[config.mk]
export PLATFORM = sky130hd
export DESIGN_NAME = dose_scheduler_flat
export DESIGN_NICKNAME = d
export VERILOG_FILES = /design/src/rtl/dose_scheduler_if.sv /design/src/rtl/dose_scheduler.sv /design/src/flat_wrapper.sv
export SDC_FILE = /design/constraint.sdc
export NUM_CORES = 1
export LEC_CHECK = 0
export ABC_AREA = 1
export BUFFER_PORTS_ARGS = -buffer_cell sky130_fd_sc_hd__buf_2
export CAP_MARGIN = 20
export CELL_PAD_IN_SITES_DETAIL_PLACEMENT = 0
export CELL_PAD_IN_SITES_GLOBAL_PLACEMENT = 1
export CORE_MARGIN = 2
export CORE_UTILIZATION = 34
export CTS_BUF_LIST = sky130_fd_sc_hd__clkbuf_16
export DETAILED_ROUTE_END_ITERATION = 8
export PLACE_DENSITY = 0.75
export SETUP_SLACK_MARGIN = 0.5
export SYNTH_ARGS = -nofsm -noshare
export SYNTH_HDL_FRONTEND = slang
export SYNTH_SLANG_ARGS = --single-unit
[constraint.sdc]
create_clock -name clk -period 1.9 [get_ports clk]
set_input_delay 0.095 -clock clk [delete_from_list [all_inputs] [get_ports clk]]
set_output_delay 0.095 -clock clk [all_outputs]
set_load 0.03 [all_outputs]
[src/rtl/dose_scheduler_if.sv]
// Signal bundle between the dose scheduler and its surroundings: buttons, tick, ROM, displays.
// The master side is the environment; the slave side is the scheduler itself.
interface dose_scheduler_if #(
  parameter int ADDR_WIDTH = 8
);
  logic                  start;
  logic                  pause;
  logic                  ack;
  logic                  tick;
  logic [7:0]            romContent;
  logic [ADDR_WIDTH-1:0] romAddress;
  logic [3:0]            currentId;
  logic [3:0]            unitsLeft;
  logic                  alarm;
  logic                  busy;
  logic                  paused;
  logic                  scheduleDone;
  logic [3:0]            takenCount;
  logic [3:0]            missedCount;

  modport master (
    output start, pause, ack, tick, romContent,
    input  romAddress, currentId, unitsLeft, alarm, busy, paused,
           scheduleDone, takenCount, missedCount
  );

  modport slave (
    input  start, pause, ack, tick, romContent,
    output romAddress, currentId, unitsLeft, alarm, busy, paused,
           scheduleDone, takenCount, missedCount
  );
endinterface

[src/rtl/dose_scheduler.sv]
// Walks the prescription ROM one entry per dose: count the interval down on the
// one-second tick, then hold the dose alarm until it is acknowledged or times out.
module dose_scheduler #(
  parameter int ADDR_WIDTH     = 8,
  parameter int BASE_ADDR      = 0,
  parameter int MAX_ENTRIES    = 16,
  parameter int TICKS_PER_UNIT = 60,
  parameter int ALARM_TIMEOUT  = 30
) (
  input  logic             clk,
  input  logic             reset,
  dose_scheduler_if.slave  bus
);

  localparam int EW = ADDR_WIDTH + 1;
  localparam int TW = (TICKS_PER_UNIT > 1) ? $clog2(TICKS_PER_UNIT) : 1;
  localparam int AW = (ALARM_TIMEOUT > 1) ? $clog2(ALARM_TIMEOUT) : 1;

  localparam logic [ADDR_WIDTH-1:0] BASE       = ADDR_WIDTH'(BASE_ADDR);
  localparam logic [EW-1:0]         ENTRY_LIM  = EW'(MAX_ENTRIES);
  localparam logic [TW-1:0]         TICK_LAST  = TW'(TICKS_PER_UNIT - 1);
  localparam logic [AW-1:0]         ALARM_LAST = AW'(ALARM_TIMEOUT - 1);

  typedef enum logic [2:0] {
    S_IDLE, S_FETCH, S_ROMWAIT, S_LOAD, S_COUNT, S_PAUSED, S_ALARM, S_DONE
  } state_t;

  state_t                state_q, state_d;
  logic [ADDR_WIDTH-1:0] addr_q, addr_d;
  logic [EW-1:0]         entry_q, entry_d;
  logic [TW-1:0]         tick_q, tick_d;
  logic [AW-1:0]         acnt_q, acnt_d;
  logic [3:0]            id_q, id_d;
  logic [3:0]            units_q, units_d;
  logic [3:0]            taken_q, taken_d;
  logic [3:0]            missed_q, missed_d;
  logic                  alarm_q, alarm_d;
  logic                  busy_q, busy_d;
  logic                  paused_q, paused_d;
  logic                  done_q, done_d;
  logic                  adv;

  function automatic logic [3:0] sat_inc(input logic [3:0] v);
    return (v == 4'hF) ? v : v + 4'd1;
  endfunction

  always_comb begin
    state_d  = state_q;
    addr_d   = addr_q;
    entry_d  = entry_q;
    tick_d   = tick_q;
    acnt_d   = acnt_q;
    id_d     = id_q;
    units_d  = units_q;
    taken_d  = taken_q;
    missed_d = missed_q;
    adv      = 1'b0;

    case (state_q)
      S_IDLE, S_DONE: begin
        if (bus.start) begin
          taken_d  = '0;
          missed_d = '0;
          entry_d  = '0;
          addr_d   = BASE;
          state_d  = S_FETCH;
        end
      end
      S_FETCH:   state_d = S_ROMWAIT;
      S_ROMWAIT: state_d = S_LOAD;
      S_LOAD: begin
        // An all-zero byte terminates the schedule; so does the entry limit.
        if (bus.romContent == 8'h00 || entry_q == ENTRY_LIM) begin
          state_d = S_DONE;
        end else begin
          id_d    = bus.romContent[7:4];
          units_d = bus.romContent[3:0];
          tick_d  = '0;
          state_d = S_COUNT;
        end
      end
      S_COUNT: begin
        if (units_q == 4'd0) begin
          acnt_d  = '0;
          state_d = S_ALARM;
        end else if (bus.pause) begin
          state_d = S_PAUSED;
        end else if (bus.tick) begin
          if (tick_q == TICK_LAST) begin
            tick_d  = '0;
            units_d = units_q - 4'd1;
          end else begin
            tick_d = tick_q + 1'b1;
          end
        end
      end
      S_PAUSED: begin
        if (bus.pause || bus.start) state_d = S_COUNT;
      end
      S_ALARM: begin
        // ack takes priority over a coinciding timeout tick.
        if (bus.ack) begin
          taken_d = sat_inc(taken_q);
          adv     = 1'b1;
        end else if (bus.tick) begin
          if (acnt_q == ALARM_LAST) begin
            missed_d = sat_inc(missed_q);
            adv      = 1'b1;
          end else begin
            acnt_d = acnt_q + 1'b1;
          end
        end
      end
      default: state_d = S_IDLE;
    endcase

    if (adv) begin
      entry_d = entry_q + 1'b1;
      addr_d  = addr_q + 1'b1;
      state_d = S_FETCH;
    end
  end

  // Status flags are registered from the next state so they change with it.
  assign alarm_d  = (state_d == S_ALARM);
  assign busy_d   = (state_d != S_IDLE) && (state_d != S_DONE);
  assign paused_d = (state_d == S_PAUSED);
  assign done_d   = (state_d == S_DONE);

  always_ff @(posedge clk or posedge reset) begin
    if (reset) begin
      state_q  <= S_IDLE;
      addr_q   <= BASE;
      entry_q  <= '0;
      tick_q   <= '0;
      acnt_q   <= '0;
      id_q     <= '0;
      units_q  <= '0;
      taken_q  <= '0;
      missed_q <= '0;
      alarm_q  <= 1'b0;
      busy_q   <= 1'b0;
      paused_q <= 1'b0;
      done_q   <= 1'b0;
    end else begin
      state_q  <= state_d;
      addr_q   <= addr_d;
      entry_q  <= entry_d;
      tick_q   <= tick_d;
      acnt_q   <= acnt_d;
      id_q     <= id_d;
      units_q  <= units_d;
      taken_q  <= taken_d;
      missed_q <= missed_d;
      alarm_q  <= alarm_d;
      busy_q   <= busy_d;
      paused_q <= paused_d;
      done_q   <= done_d;
    end
  end

  assign bus.romAddress   = addr_q;
  assign bus.currentId    = id_q;
  assign bus.unitsLeft    = units_q;
  assign bus.alarm        = alarm_q;
  assign bus.busy         = busy_q;
  assign bus.paused       = paused_q;
  assign bus.scheduleDone = done_q;
  assign bus.takenCount   = taken_q;
  assign bus.missedCount  = missed_q;

endmodule
[src/flat_wrapper.sv]
// flat-port wrapper written by rule: the top's interface ports become plain ports
module dose_scheduler_flat 
#(
  parameter int ADDR_WIDTH     = 8,
  parameter int BASE_ADDR      = 0,
  parameter int MAX_ENTRIES    = 16,
  parameter int TICKS_PER_UNIT = 60,
  parameter int ALARM_TIMEOUT  = 30
)
  (clk, reset, bus_start, bus_pause, bus_ack, bus_tick, bus_romContent, bus_romAddress, bus_currentId, bus_unitsLeft, bus_alarm, bus_busy, bus_paused, bus_scheduleDone, bus_takenCount, bus_missedCount);
  dose_scheduler_if #(.ADDR_WIDTH(ADDR_WIDTH)) bus_i ();
  input  logic clk;
  input  logic reset;
  input wire logic [$bits(bus_i.start)-1:0] bus_start;
  input wire logic [$bits(bus_i.pause)-1:0] bus_pause;
  input wire logic [$bits(bus_i.ack)-1:0] bus_ack;
  input wire logic [$bits(bus_i.tick)-1:0] bus_tick;
  input wire logic [$bits(bus_i.romContent)-1:0] bus_romContent;
  output wire logic [$bits(bus_i.romAddress)-1:0] bus_romAddress;
  output wire logic [$bits(bus_i.currentId)-1:0] bus_currentId;
  output wire logic [$bits(bus_i.unitsLeft)-1:0] bus_unitsLeft;
  output wire logic [$bits(bus_i.alarm)-1:0] bus_alarm;
  output wire logic [$bits(bus_i.busy)-1:0] bus_busy;
  output wire logic [$bits(bus_i.paused)-1:0] bus_paused;
  output wire logic [$bits(bus_i.scheduleDone)-1:0] bus_scheduleDone;
  output wire logic [$bits(bus_i.takenCount)-1:0] bus_takenCount;
  output wire logic [$bits(bus_i.missedCount)-1:0] bus_missedCount;
  assign bus_i.start = bus_start;
  assign bus_i.pause = bus_pause;
  assign bus_i.ack = bus_ack;
  assign bus_i.tick = bus_tick;
  assign bus_i.romContent = bus_romContent;
  assign bus_romAddress = bus_i.romAddress;
  assign bus_currentId = bus_i.currentId;
  assign bus_unitsLeft = bus_i.unitsLeft;
  assign bus_alarm = bus_i.alarm;
  assign bus_busy = bus_i.busy;
  assign bus_paused = bus_i.paused;
  assign bus_scheduleDone = bus_i.scheduleDone;
  assign bus_takenCount = bus_i.takenCount;
  assign bus_missedCount = bus_i.missedCount;
  dose_scheduler #(.ADDR_WIDTH(ADDR_WIDTH), .BASE_ADDR(BASE_ADDR), .MAX_ENTRIES(MAX_ENTRIES), .TICKS_PER_UNIT(TICKS_PER_UNIT), .ALARM_TIMEOUT(ALARM_TIMEOUT)) u_core (.clk(clk), .reset(reset), .bus(bus_i));
endmodule
==> impl_metrics.py, run 1 <==
metrics = {
    "status": {
        "status": "finished, final reports clean",
    },
    "cells_and_area": {
        "fin_area_mm2": 0.00427,
        "fillers": 831,
        "final_common_cell": "nand2_1",
        "layout-drive-gt1-share_pct": 48.4,
        "layout-area-overhead-vs-synth_pct": 41.4,
        "final_cell_mix": "nand2_1, dfrtp_1, buf_2",
        "final_util_pct": 49.3,
        "final_nets": 462,
        "num_antenna_cells": 0,
    },
    "placed_design": {
        "place_area_mm2": 0.00342,
        "hpwl_mm": 4.73,
        "io_buffers": 41,
        "gp_congestion": 0.836,
    },
    "pwr": {
        "power_frac_clock_pct": 15.4,
        "p_seq_share_pct": 27.8,
        "p_sw_share_pct": 45.3,
        "power_switching_mw": 2.63,
        "cellLeakagePower_nw": 2.00,
        "power_density_mw_per_mm2": 1360,
        "comb_power_share_pct": 56.8,
        "ir_drop_mv": 0.678,
        "internal-power_mw": 3.18,
    },
    "critical_path": {
        "slowest_delay_ns": 0.46,
        "crit_path_end_kind": "flip-flop",
        "slowest_stage": "dfrtp_2",
        "cp.buffers_inverters": 2,
        "crit_required_ns": 2.09,
        "cp_top_family": "simple AND/OR/NAND/NOR gates",
        "worstSetupStartpointType": "flip-flop",
        "path_cells": "nor2_4 > nand2_4 > inv_4 > nand2_8 > o21ai_4 > buf_6 > nand3_2 > nand2_1 > nor2_1",
        "cp_max_fo": 6,
        "critPathKind": "reg -> reg",
        "arrival_ns": 1.74,
    },
    "timing": {
        "rsz0062_at_grt": "yes",
        "worstMarginPinSlew_ns": 0.520,
        "finalCritPeriodShare_pct": 81.6,
        "hold_viol_final": 0,
        "setup_tns_ns": 0,
        "max_freq_ghz": 0.645,
        "final-max-slew-violation-count": 0,
        "period_needed_ns": 1.55,
        "timing.hold.ws_ns": 0.0550,
        "setup-violations-final": 0,
        "skew_ns": 0.00603,
        "maxSlewHeadroom_pct": 65.3,
    },
    "yosys": {
        "yosysSeqAreaShare_pct": 42.2,
        "synth_top_family_by_area": "simple AND/OR/NAND/NOR gates",
        "synth_xor_area_share_pct": 4.35,
        "ys_warn_count": 0,
        "synth-seq-cells": 51,
        "synth-main-ff-cell": "dfrtp_1",
        "post_synth_and_or_nand_nor_area_fraction_pct": 28.1,
        "synth_largest_area_cell": "dfrtp_1",
        "synth_nets": 376,
        "synthCells": 353,
        "synth_edf_count": 0,
        "synth-async-reset-ratio_pct": 100,
        "syn_avg_cell_area_um2": 8.56,
        "synth_top_area_share_pct": 42.2,
        "synth_compound_area_share_pct": 12.9,
        "synth_cell_types": 41,
        "synth-adder-area-share_pct": 3.73,
        "syn_area_mm2": 0.00302,
        "synthMuxAreaShare_pct": 0.331,
        "yosys-top-cells-area": "dfrtp_1, nand2_1, inv_1",
    },
    "clock_network": {
        "clock-sinks": 51,
        "clock_latency_ns": 0.29,
        "clk_path_buf_depth": 2,
        "cts_htree_levels": 2,
        "cts_root_buffer": "clkbuf_16",
        "cts_tree": "done",
        "clkTransAtPathRegs_ns": 0.07,
        "cts_made_buffers": 5,
    },
    "global_routing": {
        "grtUsageMet1_pct": 19.6,
        "met3_usage_pct": 2.65,
        "grt_max_degree": 31,
        "grt_pass1_vias": 2570,
        "grt_pass1_wl_mm": 12.1,
        "use_met2_pct": 26.2,
        "grt_use_total_pct": 15.2,
        "grt.busiest_layer": "met2",
        "overflow": 0,
        "antenna_found_initial": 0,
    },
    "detailed_routing": {
        "drc": 0,
        "drtPass1Iterations": 4,
        "drt_iter0_drc": 70,
        "ant_nets": 0,
        "vias_per_cell": 4.88,
        "routed_wl_mm": 7.38,
        "vias": 2672,
        "avgRoutedWirePerCell_um": 13.5,
    },
    "die": {
        "io_pins": 42,
        "core-area_mm2": 0.00868,
        "rows": 34,
        "start_util_pct": 34.8,
        "die_w_um": 98.3,
        "die_area_mm2": 0.00966,
        "die_h_um": 98.3,
    },
    "job": {
        "cap_violations": 0,
    },
    "hold_path": {
        "hold_class": "in -> reg",
    },
}
[sequential cells by signal, summed over array words and instances (netlist names)]
| name | cells |
|---|---|
| u_core.acnt_q | 5 |
| u_core.bus.alarm | 1 |
| u_core.bus.busy | 1 |
| u_core.bus.currentId | 4 |
| u_core.bus.missedCount | 4 |
| u_core.bus.paused | 1 |
| u_core.bus.romAddress | 8 |
| u_core.bus.scheduleDone | 1 |
| u_core.bus.takenCount | 4 |
| u_core.bus.unitsLeft | 4 |
| u_core.entry_q | 9 |
| u_core.state_q | 3 |
| u_core.tick_q | 6 |
[path summary, 6_finish.rpt]
check | from | end | slack (ns) | cells past startpoint
setup / recovery | u_core.state_q[0] | u_core.tick_q[4] | 0.35 | 9
hold / removal | bus_romContent[7] | u_core.bus.currentId[3] | 0.05 | 3
setup reg to reg | u_core.state_q[0] | u_core.tick_q[4] | 0.35 | 9
hold reg to reg | u_core.bus.currentId[3] | u_core.bus.currentId[3] | 0.50 | 2
max in group asynchronous | reset | u_core.bus.takenCount[0] | 0.96 | 4
min in group asynchronous | reset | u_core.bus.currentId[3] | 0.38 | 3
[synthesized netlist by cell type (all sizes together), types with 2 or more instances]
| cell type | number |
|---|---|
| dfrtp | 51 |
| o211ai | 2 |
| nor2 | 38 |
| buf | 5 |
| nor3 | 2 |
| o31ai | 6 |
| nand3 | 30 |
| ha | 9 |
| xnor2 | 5 |
| a21oi | 8 |
| o21ai | 28 |
| inv | 49 |
| nand2 | 84 |
| a22o | 2 |
| nand4 | 10 |
| o22ai | 8 |
| or2 | 2 |
| xor2 | 10 |
[metrics by stage]
step / total power [mW] / setup WS (ns) / instances
2_1_floorplan: 3.26 / 0.395 / 353
3_3_place_gp: 3.77 / 0.177 / 503
3_5_place_dp: 3.80 / 0.180 / 503
4_1_cts: 5.28 / 0.329 / 534
5_1_grt: 6.20 / 0.228 / 548
6_report: 5.81 / 0.349 / 548
[power by group through the flow]
| stage | clock network [mW] | logic (mW) | registers (mW) |
|---|---|---|---|
| 2_1_floorplan | 0 | 1.40 | 1.86 |
| 3_3_place_gp | 0 | 2.13 | 1.64 |
| 3_5_place_dp | 0 | 2.16 | 1.65 |
| 4_1_cts | 0.915 | 2.76 | 1.61 |
| 5_1_grt | 0.959 | 3.59 | 1.66 |
| 6_report | 0.896 | 3.30 | 1.61 |
[repair_timing]
action,in CTS,in global routing
buffers inserted,21,14
resized for setup,49,65
endpoints found under the setup margin,44,49
cloned,1,0
pin swaps,25,20
endpoints found under the hold margin,21,0
hold buffers,1,0
[logic make-up after synthesis]
group | count (synthesis)
compound gates | 55
mux | 1
flops | 51
xor+xnor | 15
buf+inv | 55
simple gates | 167
fa+ha+maj | 9
[worst register-to-register path, cell delays in order, from the launching register on]
cell and delay (ns):
dfrtp_2 0.46, nor2_4 0.17, nand2_4 0.10, inv_4 0.09, nand2_8 0.07, o21ai_4 0.25
buf_6 0.17, nand3_2 0.06, nand2_1 0.06, nor2_1 0.04
[area by class of cell]
class                      count  area [um^2]  share of cell area (%)
multi-input combinational    247         1840                    43.0
sequential                    51         1290                    30.1
timing repair buffer          83          628                    14.7
inverter                      50          226                    5.30
tap                          108          135                    3.16
clock buffer                   5          125                    2.93
clock inverter                 3         16.3                   0.381
timing repair inverter         1         16.3                   0.381
[metal layers]
| layer | vias up | wire length, um |
|---|---|---|
| met5 | - | 0 |
| met3 | 10 | 255 |
| met4 | 0 | 115 |
| li1 | 1332 | - |
| met2 | 56 | 3700 |
| met1 | 1274 | 3310 |
No activity file was read; power rests on OpenSTA's default activity.
==> run 2, diff against run 1 <==
--- a/config.mk
+++ b/config.mk
@@ -14,7 +14,7 @@
 export CORE_UTILIZATION = 34
 export CTS_BUF_LIST = sky130_fd_sc_hd__clkbuf_16
 export DETAILED_ROUTE_END_ITERATION = 8
-export PLACE_DENSITY = 0.75
+export PLACE_DENSITY = 0.78
 export SETUP_SLACK_MARGIN = 0.5
 export SYNTH_ARGS = -nofsm -noshare
 export SYNTH_HDL_FRONTEND = slang
==> constraint.sdc (replaced) <==
create_clock -name clk -period 1.4 [get_ports clk]
set_input_delay 0.07 -clock clk [delete_from_list [all_inputs] [get_ports clk]]
set_output_delay 0.07 -clock clk [all_outputs]
set_load 0.03 [all_outputs]
==> run 2 against run 1 <==
  * The run now ends with negative setup slack left
  * Critical path type unchanged
  * Die area is the same
  * Largest cell class unchanged
  * Largest power group unchanged
  * Global-route usage grew 1.2 points
  * Sequential power grew 36%
  * Critical path depth grew 3
  * Sequential cell count is the same
  * Clock power grew 75%
  * Count of clock-buffer cells in the layout is the same
==> impl_metrics.py, run 2 (synthesis gave the netlist of run 1 again) <==
metrics = {
    "status": {
        "status": "finished, violations left",
        "violations": "negative setup slack",
    },
    "clock_network": {
        "cts_root_buffer": "clkbuf_16",
        "clk_path_buf_depth": 2,
        "cts_made_buffers": 5,
        "clock_latency_ns": 0.29,
        "clkTransAtPathRegs_ns": 0.07,
        "clock-sinks": 51,
        "cts_htree_levels": 2,
        "cts_tree": "done",
    },
    "cells_and_area": {
        "fillers": 701,
        "regMostFlops": "u_core.entry_q",
        "instances_no_fill": 609,
        "final_cell_mix": "buf_4, buf_6, nand2_1",
        "final_common_cell": "buf_4",
        "largest_reg_flops": 9,
        "layout-area-overhead-vs-synth_pct": 72.6,
        "final_nets": 523,
        "num_antenna_cells": 0,
        "layout-drive-gt1-share_pct": 59.9,
    },
    "critical_path": {
        "slowest_stage": "dfrtp_2",
        "worstSetupStartpointType": "flip-flop",
        "crit_path_end_kind": "flip-flop",
        "slowest_delay_ns": 0.41,
        "crit_required_ns": 1.58,
        "critPathKind": "reg -> reg",
        "r2r_cells": 12,
        "cp_common_cell": "nor2_4",
        "cp.depth": 12,
        "arrival_ns": 1.79,
        "path_cells": "inv_2 > ha_4 > inv_2 > nor2_4 > nand2_4 > nand2_8 > buf_12 > nor2_4 > nor2_4 > nand3_2 > nor2_1 > nor2_1",
        "cp_max_fo": 4,
        "cp_top_family": "simple AND/OR/NAND/NOR gates",
        "startpoint": "u_core.bus.unitsLeft[0]",
        "regToRegStartpoint": "u_core.bus.unitsLeft[0]",
        "cp.buffers_inverters": 3,
    },
    "job": {
        "cap_violations": 0,
    },
    "die": {
        "start_util_pct": 34.8,
        "die_w_um": 98.3,
        "io_pins": 42,
        "die_h_um": 98.3,
        "die_area_mm2": 0.00966,
        "core-area_mm2": 0.00868,
        "rows": 34,
    },
    "pwr": {
        "p_sw_share_pct": 41.8,
        "power_frac_clock_pct": 15.7,
        "internal-power_mw": 5.83,
        "power_switching_mw": 4.20,
        "ir_drop_mv": 0.949,
        "finalPower_mw": 10.0,
        "power_density_mw_per_mm2": 1920,
        "comb_power_share_pct": 62.5,
        "cellLeakagePower_nw": 2.38,
        "p_seq_share_pct": 21.8,
    },
    "detailed_routing": {
        "drc": 0,
        "vias_per_cell": 4.87,
        "routed_wl_mm": 8.89,
        "ant_nets": 0,
        "avgRoutedWirePerCell_um": 14.6,
        "vias": 2967,
        "drt_iter0_drc": 58,
        "drtPass1Iterations": 4,
    },
    "placed_design": {
        "io_buffers": 41,
        "hpwl_mm": 5.18,
        "dpl.cell_count": 552,
        "gp_congestion": 0.823,
    },
    "timing": {
        "skew_ns": 0.00248,
        "worst_slack_ns": -0.214,
        "rsz0062_at_grt": "yes",
        "setup-violations-final": 44,
        "worstMarginPinSlew_ns": 0.293,
        "hold_viol_final": 0,
        "finalCritPeriodShare_pct": 115,
        "final-max-slew-violation-count": 0,
        "maxSlewHeadroom_pct": 80.5,
        "period_needed_ns": 1.61,
        "timing.hold.ws_ns": 0.0290,
        "max_freq_ghz": 0.620,
    },
    "global_routing": {
        "overflow": 0,
        "grt_max_degree": 52,
        "grt_use_total_pct": 16.4,
        "antenna_found_initial": 0,
        "grt_pass1_vias": 2828,
        "grt_pass1_wl_mm": 13.0,
    },
    "hold_path": {
        "min_from": "bus_romContent[5]",
        "min_path_cells": 3,
        "hold_class": "in -> reg",
    },
}
-- run 2: changes by cell type in the layout (fill, tap and decap cells not counted), sizes merged --
| cell | change |
|---|---|
| bufinv | +2 |
| buf | +60 |
| clkinvlp | +1 |
| clkbuf | -1 |
| clkinv | -2 |
| nand4 | +1 |
-- run 2: repair_timing --
action,4_1_cts,5_1_grt
gates resized for setup,109,107
endpoints found under the setup margin,77,79
hold buffers,1,0
pin swaps,30,49
gates cloned,3,0
hold endpoints to repair,51,0
setup buffers,18,27
-- run 2: power by group through the flow --
| stage | Clock [mW] | Sequential, mW | Combinational (mW) |
|---|---|---|---|
| global placement | 0 | 2.13 | 3.66 |
| detailed placement | 0 | 2.15 | 3.72 |
| floorplan | 0 | 2.54 | 1.94 |
| CTS | 1.58 | 2.17 | 4.63 |
| global route | 1.65 | 2.23 | 6.68 |
| finish | 1.57 | 2.19 | 6.27 |
-- run 2: worst min-delay path, delay by kind of cell --
kind | cells | cell delay [ns]
AOI/OAI and AO/OA | 1 | 0.06
buffers and inverters | 2 | 0.15
-- run 2: area by class of cell --
cell class	count	area [um^2]	share of cell area, %
clock buffer	5	125	2.40
clock inverter	3	63.8	1.22
inverter	50	240	4.60
multi-input combinational	248	2000	38.3
sequential	51	1290	24.8
tap	108	135	2.59
timing repair buffer	142	1330	25.6
timing repair inverter	2	25.0	0.480
-- run 2: routing by layer --
| layer | share of wire (%) | wire length (um) | global-route usage [%] | up-vias |
|---|---|---|---|---|
| met5 | 0 | 0 | 0 | - |
| met4 | 1.2 | 108 | 4.32 | 0 |
| met2 | 53 | 4750 | 28.4 | 61 |
| met1 | 42 | 3720 | 20.6 | 1447 |
| li1 | - | - | - | 1449 |
| met3 | 3.5 | 309 | 3.72 | 10 |
-- run 2: through the flow --
step	setup TNS, ns	setup slack (ns)	instance area (um^2)	utilization (%)
after floorplan	-1.32	-0.105	3110	-
after global placement	-2.29	-0.148	3850	44.3
after detailed placement	-3.12	-0.193	3850	44.3
after CTS	-3.30	-0.141	4540	52.4
after global routing	-7.68	-0.272	5220	60.1
final	-4.79	-0.214	5220	60.1
-- run 2: path summary, 6_finish.rpt --
| path | end | slack (ns) |
|---|---|---|
| min in group asynchronous | u_core.bus.currentId[3] | 0.38 |
| max in group asynchronous | u_core.bus.unitsLeft[0] | 0.74 |
| worst min register to register | u_core.bus.unitsLeft[3] | 0.53 |
| worst min-delay path | u_core.bus.currentId[1] | 0.03 |
| worst max register to register | u_core.bus.busy | -0.21 |
| worst max-delay path | u_core.bus.busy | -0.21 |
==> run 3, diff against run 2 <==
--- a/config.mk
+++ b/config.mk
@@ -11,10 +11,10 @@
 export CELL_PAD_IN_SITES_DETAIL_PLACEMENT = 0
 export CELL_PAD_IN_SITES_GLOBAL_PLACEMENT = 1
 export CORE_MARGIN = 2
-export CORE_UTILIZATION = 34
-export CTS_BUF_LIST = sky130_fd_sc_hd__clkbuf_16
+export CORE_UTILIZATION = 40
+export CTS_BUF_LIST = sky130_fd_sc_hd__clkbuf_2 sky130_fd_sc_hd__clkbuf_4 sky130_fd_sc_hd__clkbuf_8
 export DETAILED_ROUTE_END_ITERATION = 8
-export PLACE_DENSITY = 0.78
+export PLACE_DENSITY = 0.88
 export SETUP_SLACK_MARGIN = 0.5
 export SYNTH_ARGS = -nofsm -noshare
 export SYNTH_HDL_FRONTEND = slang
==> run 3 against run 2 <==
  * The flow still finishes with violations (negative setup slack)
  * Core utilization increased by 4.3 points
  * Final area decreased by 10%
  * Wire length decreased by 11%
  * Count of clock-buffer cells in the layout increased by 2
  * Sequential power about the same
  * Maximum frequency increased by 6.4%
  * Sequential share of layout area increased by 2.8 points
  * Highest routed layer unchanged
==> impl_metrics.py, run 3 (synthesis gave the netlist of run 1 again) <==
metrics = {
    "timing": {
        "maxSlewHeadroom_pct": 78.7,
        "max_freq_ghz": 0.659,
        "setup-violations-final": 39,
        "rsz0062_at_grt": "yes",
        "worstMarginPinSlew_ns": 0.319,
        "finalCritPeriodShare_pct": 108,
        "worst_slack_ns": -0.116,
        "hold_viol_final": 0,
        "skew_ns": 0.0136,
        "setup_tns_ns": -2.39,
        "final-max-slew-violation-count": 0,
        "period_needed_ns": 1.52,
    },
    "cells_and_area": {
        "regMostFlops": "u_core.entry_q",
        "final_nets": 507,
        "regArea_mm2": 0.00130,
        "layout-drive-gt1-share_pct": 54.4,
        "fillers": 609,
        "multi_input_area_mm2": 0.00183,
        "final_cell_mix": "buf_4, nand2_1, buf_6",
        "largest_reg_flops": 9,
        "num_antenna_cells": 0,
        "layout-area-overhead-vs-synth_pct": 55.3,
        "final_common_cell": "buf_4",
    },
    "critical_path": {
        "r2r_end": "u_core.bus.romAddress[1]",
        "critPathKind": "reg -> reg",
        "crit_path_end_kind": "flip-flop",
        "cp_max_fo": 5,
        "worstSetupStartpointType": "flip-flop",
        "rrSetupSlack_ns": -0.12,
        "r2r_cells": 9,
        "regToRegStartpoint": "u_core.acnt_q[1]",
        "crit_required_ns": 1.60,
        "arrival_ns": 1.72,
    },
    "global_routing": {
        "grtUsageMet1_pct": 25.5,
        "met3_usage_pct": 2.99,
        "grt.busiest_layer": "met2",
        "grt_pass1_wl_mm": 12.9,
        "grt_pass1_vias": 2792,
        "overflow": 0,
        "antenna_found_initial": 0,
        "use_met2_pct": 30.8,
        "grt_max_degree": 28,
        "grt_use_total_pct": 18.9,
    },
    "detailed_routing": {
        "vias": 2863,
        "ant_nets": 0,
        "drt_iter0_drc": 131,
        "drtPass1Iterations": 4,
        "avgRoutedWirePerCell_um": 13.5,
        "routed_wl_mm": 7.88,
        "vias_per_cell": 4.90,
        "drc": 0,
    },
    "hold_path": {
        "min_path_cells": 3,
        "min_to": "u_core.bus.currentId[2]",
        "hold_class": "in -> reg",
        "min_from": "bus_romContent[6]",
    },
    "placed_design": {
        "gp_congestion": 0.812,
        "detailedPlace.worstSlack_ns": -0.196,
        "io_buffers": 41,
        "hpwl_mm": 5.09,
    },
    "die": {
        "die_h_um": 90.9,
        "io_pins": 42,
        "core-area_mm2": 0.00729,
        "start_util_pct": 41.5,
        "rows": 31,
        "die_area_mm2": 0.00827,
        "die_w_um": 90.9,
    },
    "pwr": {
        "cellLeakagePower_nw": 2.17,
        "ir_drop_mv": 1.01,
        "power_density_mw_per_mm2": 1800,
    },
    "clock_network": {
        "cts_tree": "done",
        "clock_latency_ns": 0.31,
        "clkTransAtPathRegs_ns": 0.09,
        "cts_made_buffers": 5,
        "cts_htree_levels": 2,
        "clk_path_buf_depth": 2,
        "cts_root_buffer": "clkbuf_8",
        "clock-sinks": 51,
    },
    "job": {
        "cap_violations": 0,
    },
    "status": {
        "status": "finished, violations left",
        "violations": "negative setup slack",
    },
}
-- run 3: cell types whose count changed in the layout (fill, tap and decap cells not counted), moves of 3 or more --
cell | previous run | this run
o21ai_1 | 6 | 11
o21ai_2 | 14 | 10
clkbuf_8 | 0 | 5
nand2_4 | 16 | 10
buf_12 | 7 | 1
o31ai_1 | 1 | 4
buf_6 | 50 | 43
nand2_1 | 43 | 51
nor2_1 | 18 | 21
clkbuf_16 | 5 | 0
-- run 3: how the worst max path moves through the flow --
stage / from / end / slack (ns) / depth (start not counted)
finish: u_core.acnt_q[1] / u_core.bus.romAddress[1] / -0.12 / 9
global route: u_core.bus.unitsLeft[1] / u_core.tick_q[4] / -0.19 / 11
CTS: u_core.acnt_q[1] / u_core.bus.romAddress[1] / -0.11 / 9
detailed placement: u_core.bus.unitsLeft[1] / u_core.bus.busy / -0.20 / 11
global placement: u_core.bus.unitsLeft[1] / u_core.bus.busy / -0.14 / 11
floorplan: u_core.bus.unitsLeft[0] / u_core.tick_q[0] / -0.10 / 10
-- run 3: where the power goes --
part           leakage (nW)  switching (mW)  total (mW)  internal [mW]
clock                0.0593           0.485        1.06          0.575
sequential            0.660           0.371        2.21           1.84
combinational          1.45            2.74        5.16           2.42
-- run 3: metal layers --
metal	vias up	wire length, um	share of wire, %
li1	1421	-	-
met1	1361	3500	44
met2	66	3990	51
met3	15	263	3.3
met4	0	132	1.7
met5	-	0	0
-- run 3: critical path, stage by stage (launching register included) --
cell and delay (ns):
dfrtp_1 0.40, inv_1 0.06, ha_2 0.16, nand2_2 0.06, nor2_4 0.16, nand3_4 0.12
nand2_8 0.10, nor2_4 0.05, buf_6 0.13, a22o_1 0.17
-- run 3: timing repair --
action,in CTS,in global routing
pin swaps,32,23
setup buffers,16,16
hold buffers,1,0
gates cloned,1,0
endpoints found under the setup margin,79,79
endpoints found under the hold margin,10,0
resized for setup,121,35
-- run 3: cell type report --
cell class / instances / area share, %
repair buffers: 128 / 23.7
clock inverters: 1 / 0.640
inverters: 50 / 4.58
clock buffers: 7 / 1.79
flip-flops and latches: 51 / 27.6
multi-input cells: 248 / 39.0
well taps: 99 / 2.64
-- run 3: stage by stage --
| step | power, mW | std cells | area, um^2 | utilization (%) | hold slack (ns) |
|---|---|---|---|---|---|
| finish | 8.43 | 584 | 4690 | 64.4 | 0.0287 |
| global route | 8.97 | 584 | 4690 | 64.4 | 0.0217 |
| CTS | 7.93 | 568 | 4450 | 61.1 | 0.0194 |
| detailed placement | 5.78 | 542 | 3800 | 52.2 | 0.0546 |
| global placement | 5.72 | 542 | 3800 | 52.2 | 0.0483 |
| floorplan | 4.48 | 353 | 3110 | - | 0.118 |
